[src/rtl/acc_rmw_arbiter.sv]
// Two-requester round-robin arbiter sequencing read, write and
// read-modify-write add/sub ops onto a shared accumulator file.
module acc_rmw_arbiter #(
   parameter int DATA_W = 8,
   parameter int ADDR_W = 2
) (
   input  logic              clk,
   input  logic              rst,
   input  logic              req0,
   input  logic [1:0]        op0,
   input  logic [ADDR_W-1:0] addr0,
   input  logic [DATA_W-1:0] data0,
   output logic              ack0,
   output logic [DATA_W-1:0] rdata0,
   output logic              cout0,
   input  logic              req1,
   input  logic [1:0]        op1,
   input  logic [ADDR_W-1:0] addr1,
   input  logic [DATA_W-1:0] data1,
   output logic              ack1,
   output logic [DATA_W-1:0] rdata1,
   output logic              cout1,
   output logic [ADDR_W-1:0] acc_addr,
   output logic [DATA_W-1:0] acc_wdata,
   output logic              acc_we,
   input  logic [DATA_W-1:0] acc_rdata,
   output logic              busy
);

   localparam logic [1:0] S_IDLE = 2'd0;
   localparam logic [1:0] S_EXEC = 2'd1;
   localparam logic [1:0] S_WB   = 2'd2;
   localparam logic [1:0] S_DONE = 2'd3;

   localparam logic [1:0] OP_READ  = 2'b00;
   localparam logic [1:0] OP_WRITE = 2'b01;
   localparam logic [1:0] OP_ADD   = 2'b10;
   localparam logic [1:0] OP_SUB   = 2'b11;

   logic [1:0]        state_q, state_d;
   logic              ptr_q, ptr_d;
   logic              gnt_q, gnt_d;
   logic [1:0]        op_q, op_d;
   logic [ADDR_W-1:0] addr_q, addr_d;
   logic [DATA_W-1:0] data_q, data_d;
   logic [DATA_W-1:0] rdata_q, rdata_d;
   logic              cout_q, cout_d;
   logic [DATA_W:0]   sum;
   logic              pick;

   assign sum = {1'b0, acc_rdata} + {1'b0, data_q};

   always_comb begin
      state_d = state_q;
      ptr_d   = ptr_q;
      gnt_d   = gnt_q;
      op_d    = op_q;
      addr_d  = addr_q;
      data_d  = data_q;
      rdata_d = rdata_q;
      cout_d  = cout_q;
      pick    = 1'b0;
      unique case (state_q)
         S_IDLE: begin
            if (req0 || req1) begin
               // Pointer only matters when both contend
               pick    = (req0 && req1) ? ptr_q : req1;
               gnt_d   = pick;
               op_d    = pick ? op1 : op0;
               addr_d  = pick ? addr1 : addr0;
               data_d  = pick ? data1 : data0;
               state_d = S_EXEC;
            end
         end
         S_EXEC: begin
            unique case (op_q)
               OP_READ: begin
                  rdata_d = acc_rdata;
                  cout_d  = 1'b0;
                  state_d = S_DONE;
               end
               OP_WRITE: begin
                  rdata_d = data_q;
                  cout_d  = 1'b0;
                  state_d = S_DONE;
               end
               OP_ADD: begin
                  rdata_d = sum[DATA_W-1:0];
                  cout_d  = sum[DATA_W];
                  state_d = S_WB;
               end
               OP_SUB: begin
                  rdata_d = acc_rdata - data_q;
                  cout_d  = (acc_rdata < data_q);
                  state_d = S_WB;
               end
            endcase
         end
         S_WB: state_d = S_DONE;
         S_DONE: begin
            ptr_d   = ~gnt_q;
            state_d = S_IDLE;
         end
      endcase
   end

   always_ff @(posedge clk or negedge rst) begin
      if (!rst) begin
         state_q <= S_IDLE;
         ptr_q   <= 1'b0;
         gnt_q   <= 1'b0;
         op_q    <= OP_READ;
         addr_q  <= '0;
         data_q  <= '0;
         rdata_q <= '0;
         cout_q  <= 1'b0;
      end else begin
         state_q <= state_d;
         ptr_q   <= ptr_d;
         gnt_q   <= gnt_d;
         op_q    <= op_d;
         addr_q  <= addr_d;
         data_q  <= data_d;
         rdata_q <= rdata_d;
         cout_q  <= cout_d;
      end
   end

   logic exec_wr;
   assign exec_wr = (state_q == S_EXEC) && (op_q == OP_WRITE);

   assign acc_addr  = addr_q;
   assign acc_we    = exec_wr || (state_q == S_WB);
   assign acc_wdata = exec_wr ? data_q :
                      (state_q == S_WB) ? rdata_q : '0;
   assign busy      = (state_q != S_IDLE);

   assign ack0   = (state_q == S_DONE) && !gnt_q;
   assign ack1   = (state_q == S_DONE) && gnt_q;
   assign rdata0 = ack0 ? rdata_q : '0;
   assign rdata1 = ack1 ? rdata_q : '0;
   assign cout0  = ack0 && cout_q;
   assign cout1  = ack1 && cout_q;

endmodule

[config.mk]
export PLATFORM = sky130hd
export DESIGN_NAME = acc_rmw_arbiter
export DESIGN_NICKNAME = d
export VERILOG_FILES = /design/src/rtl/acc_rmw_arbiter.sv
export SDC_FILE = /design/constraint.sdc
export NUM_CORES = 1
export LEC_CHECK = 0
export ABC_AREA = 1
export ABC_CLOCK_PERIOD_IN_PS = 2260
export CORE_MARGIN = 4
export CORE_UTILIZATION = 25
export CTS_CLUSTER_DIAMETER = 30
export DETAILED_ROUTE_END_ITERATION = 10
export HOLD_SLACK_MARGIN = 0.02
export PLACE_DENSITY = 0.53
export SETUP_SLACK_MARGIN = 0.5
export SYNTH_ARGS = -nofsm -noshare
export SYNTH_HDL_FRONTEND = slang
export SYNTH_SLANG_ARGS = --single-unit
[constraint.sdc]
create_clock -name clk -period 2.26 [get_ports clk]
set_input_delay 0.226 -clock clk [delete_from_list [all_inputs] [get_ports clk]]
set_output_delay 0.226 -clock clk [all_outputs]
set_load 0.02 [all_outputs]
==> results.cfg <==
[placed_design]
gp_congestion = 0.873
dp_hpwl_um = 5960
port_buffers = 67

[timing]
finalSetupViolations = 0
worst_pin_slew_ps = 526
min_period_ps = 1770
tns_ps = 0
final_hold_viol_count = 0
maxSlewViolCount = 0
clock_skew_ps = 8.61
slew_headroom_pct = 64.8
period_share_pct = 78.4
clock.fmax_ghz = 0.565
rsz0062_at_grt = yes

[route]
drt-initial-drc-count = 88
wl_per_cell_um = 13.9
via_per_inst = 4.69
drt.antenna.violating_nets = 0
drt_first_pass_iters = 4
num_vias = 2495
wl_um = 7400
drc = 0

[yosys]
muxShareOfSynthArea_pct = 0
ys_ff_latch = 25
synth_simple_gate_area_share_pct = 32.7
synth_edf_count = 0
yosys.area.top_type_share_pct = 28.0
synth_common_cells = nand2_1, nor2_1, inv_1
avgSynthCellArea_um2 = 6.50
synth-xor-area-share_pct = 0
syn_nets = 402
yosysTopAreaCell = dfrtp_1
synth_area_mm2 = 0.00224
syn_inst = 344
synth_fa_ha_area_share_pct = 13.0
yosysWarnings = 0
synth_top_family_by_area = simple AND/OR/NAND/NOR gates
ys_async_sr_fraction_pct = 100
synth.distinct_cells = 26
synthTopCellsByArea = dfrtp_1, nand2_1, ha_1
synth-main-ff-cell = dfrtp_1
yosysMostFrequentCell = nand2_1
ys_seq_area_share_pct = 28.0
synth_compound_area_share_pct = 15.7

[clock_network]
insertion_delay_ps = 270
numCtsBuffers = 3
tritoncts = done
clockRootBuffer = clkbuf_8
cts_hold_buf = 0
numClockSinks = 25
cts_buffer_depth = 2
clk_pin_slew_ps = 100
htreeDepth = 1

[power]
p_sw_share_pct = 52.4
netSwitchingPower_mw = 2.42
power_frac_seq_pct = 19.0
ir_drop_mv = 0.664
p_per_area_mw_per_mm2 = 1360
pwr-share-clk_pct = 6.0
power_leakage_nw = 1.67
p_int_mw = 2.21
comb_power_share_pct = 75.0

[die]
rows = 34
dieWidth_um = 103
io_pins = 68
dieArea_mm2 = 0.0105
die_h_um = 103
initial_core_util_pct = 25.7
fp.coreArea_mm2 = 0.00872

[cells_and_area]
synthToLayoutAreaGrowth_pct = 52.2
diodes = 0
drive_above_1_share_pct = 25.2
fin_nets = 483
fin_util_pct = 39.1

[global_routing]
overflow = 0
antenna_found_initial = 0
grtUsageTotal_pct = 13.4
met1_usage_pct = 17.8
grt_use_met2_pct = 23.6
grt_pass1_wl_um = 11400
grt_pass1_vias = 2419
grt-busiest-layer = met2
grt_max_degree = 26
grt_util_met3_pct = 2.17

[worst_setup_path]
worstPathRequired_ps = 2030
critPathLaunchType = flip-flop
arrival_ps = 1540
crit_path_end_kind = primary output
path_max_fanout = 9
crit_type = reg2out
rrSetupSlack_ps = 560

[worst_hold_path]
hold_path.class = in2async

[status]
status = finished clean

[run]
maxCapViolCount = 0
[final timing paths]
check	startpoint	end	cells after the start
max reg2reg	data_q[0]	rdata_q[6]	12
min in group clk	acc_rdata[0]	rdata_q[0]	3
min reg2reg	cout_q	cout_q	2
max in group asynchronous	rst	op_q[0]	2
max	state_q[1]	acc_wdata[0]	6
min	rst	gnt_q	2
[repair_timing]
item,in CTS,in global routing
pin swaps,0,9
hold endpoints to repair,0,0
setup endpoints to repair,35,34
buffers inserted,5,6
gates resized for setup,100,76
[layout by cell type, fill, tap and decap left out, types with 14 or more instances in the layout]
cell / instances
nand2_1: 77
nor2_1: 45
clkdlybuf4s50_1: 32
inv_1: 31
nand3_1: 22
dfrtp_1: 22
buf_4: 22
a21oi_1: 19
inv_2: 17
dlygate4sd2_1: 14
[final cells by class]
class | count | area (um2)
clock buffer | 3 | 41.3
clock inverter | 1 | 8.76
fill | 924 | 5320
inverter | 53 | 211
multi-input combinational | 257 | 1630
sequential | 25 | 629
tap | 108 | 135
timing repair buffer | 85 | 753
[logic make-up (layout without fill, tap and decap cells)]
logic type / count (synthesis) / in the layout
AO/OA/AOI/OAI: 62 / 62
adder cells (fa/ha/maj): 22 / 22
buffers and inverters: 62 / 142
flip-flops: 25 / 25
AND/OR/NAND/NOR: 173 / 173
[power by group through the flow]
stage	Sequential [mW]	Clock [mW]	Combinational, mW
detailed placement	0.863	0	2.96
global route	0.904	0.318	3.85
CTS	0.844	0.295	3.06
global placement	0.866	0	2.95
finish	0.877	0.280	3.47
floorplan	0.835	0	1.96
[registers in the layout (all words and copies together), names as in the netlist]
signal    count
data_q        8
ptr_q         1
op_q          2
gnt_q         1
rdata_q       8
cout_q        1
acc_addr      2
state_q       2
[layer usage]
layer / share of wire [%] / vias to the layer above
met2: 51 / 44
li1: - / 1284
met3: 3.3 / 2
met4: 0.26 / 0
met5: 0 / -
met1: 45 / 1165
[worst max-delay path, stage by stage (launching register included)]
cell	delay, ps
dfrtp_1	450
inv_2	120
ha_4	160
buf_6	150
inv_4	70
o32ai_2	130
buf_4	190
[metrics by stage]
| step | power [mW] | worst slack (ps) | hold slack, ps | cells | instance area (um2) |
|---|---|---|---|---|---|
| after floorplan | 2.80 | 432 | -69.6 | 344 | 2240 |
| after global placement | 3.81 | 157 | 471 | 517 | 3050 |
| after detailed placement | 3.82 | 146 | 473 | 517 | 3050 |
| after CTS | 4.20 | 266 | 304 | 526 | 3180 |
| after global routing | 5.07 | 413 | 315 | 532 | 3410 |
| final | 4.63 | 489 | 300 | 532 | 3410 |
(Power assumes the default switching activity.)
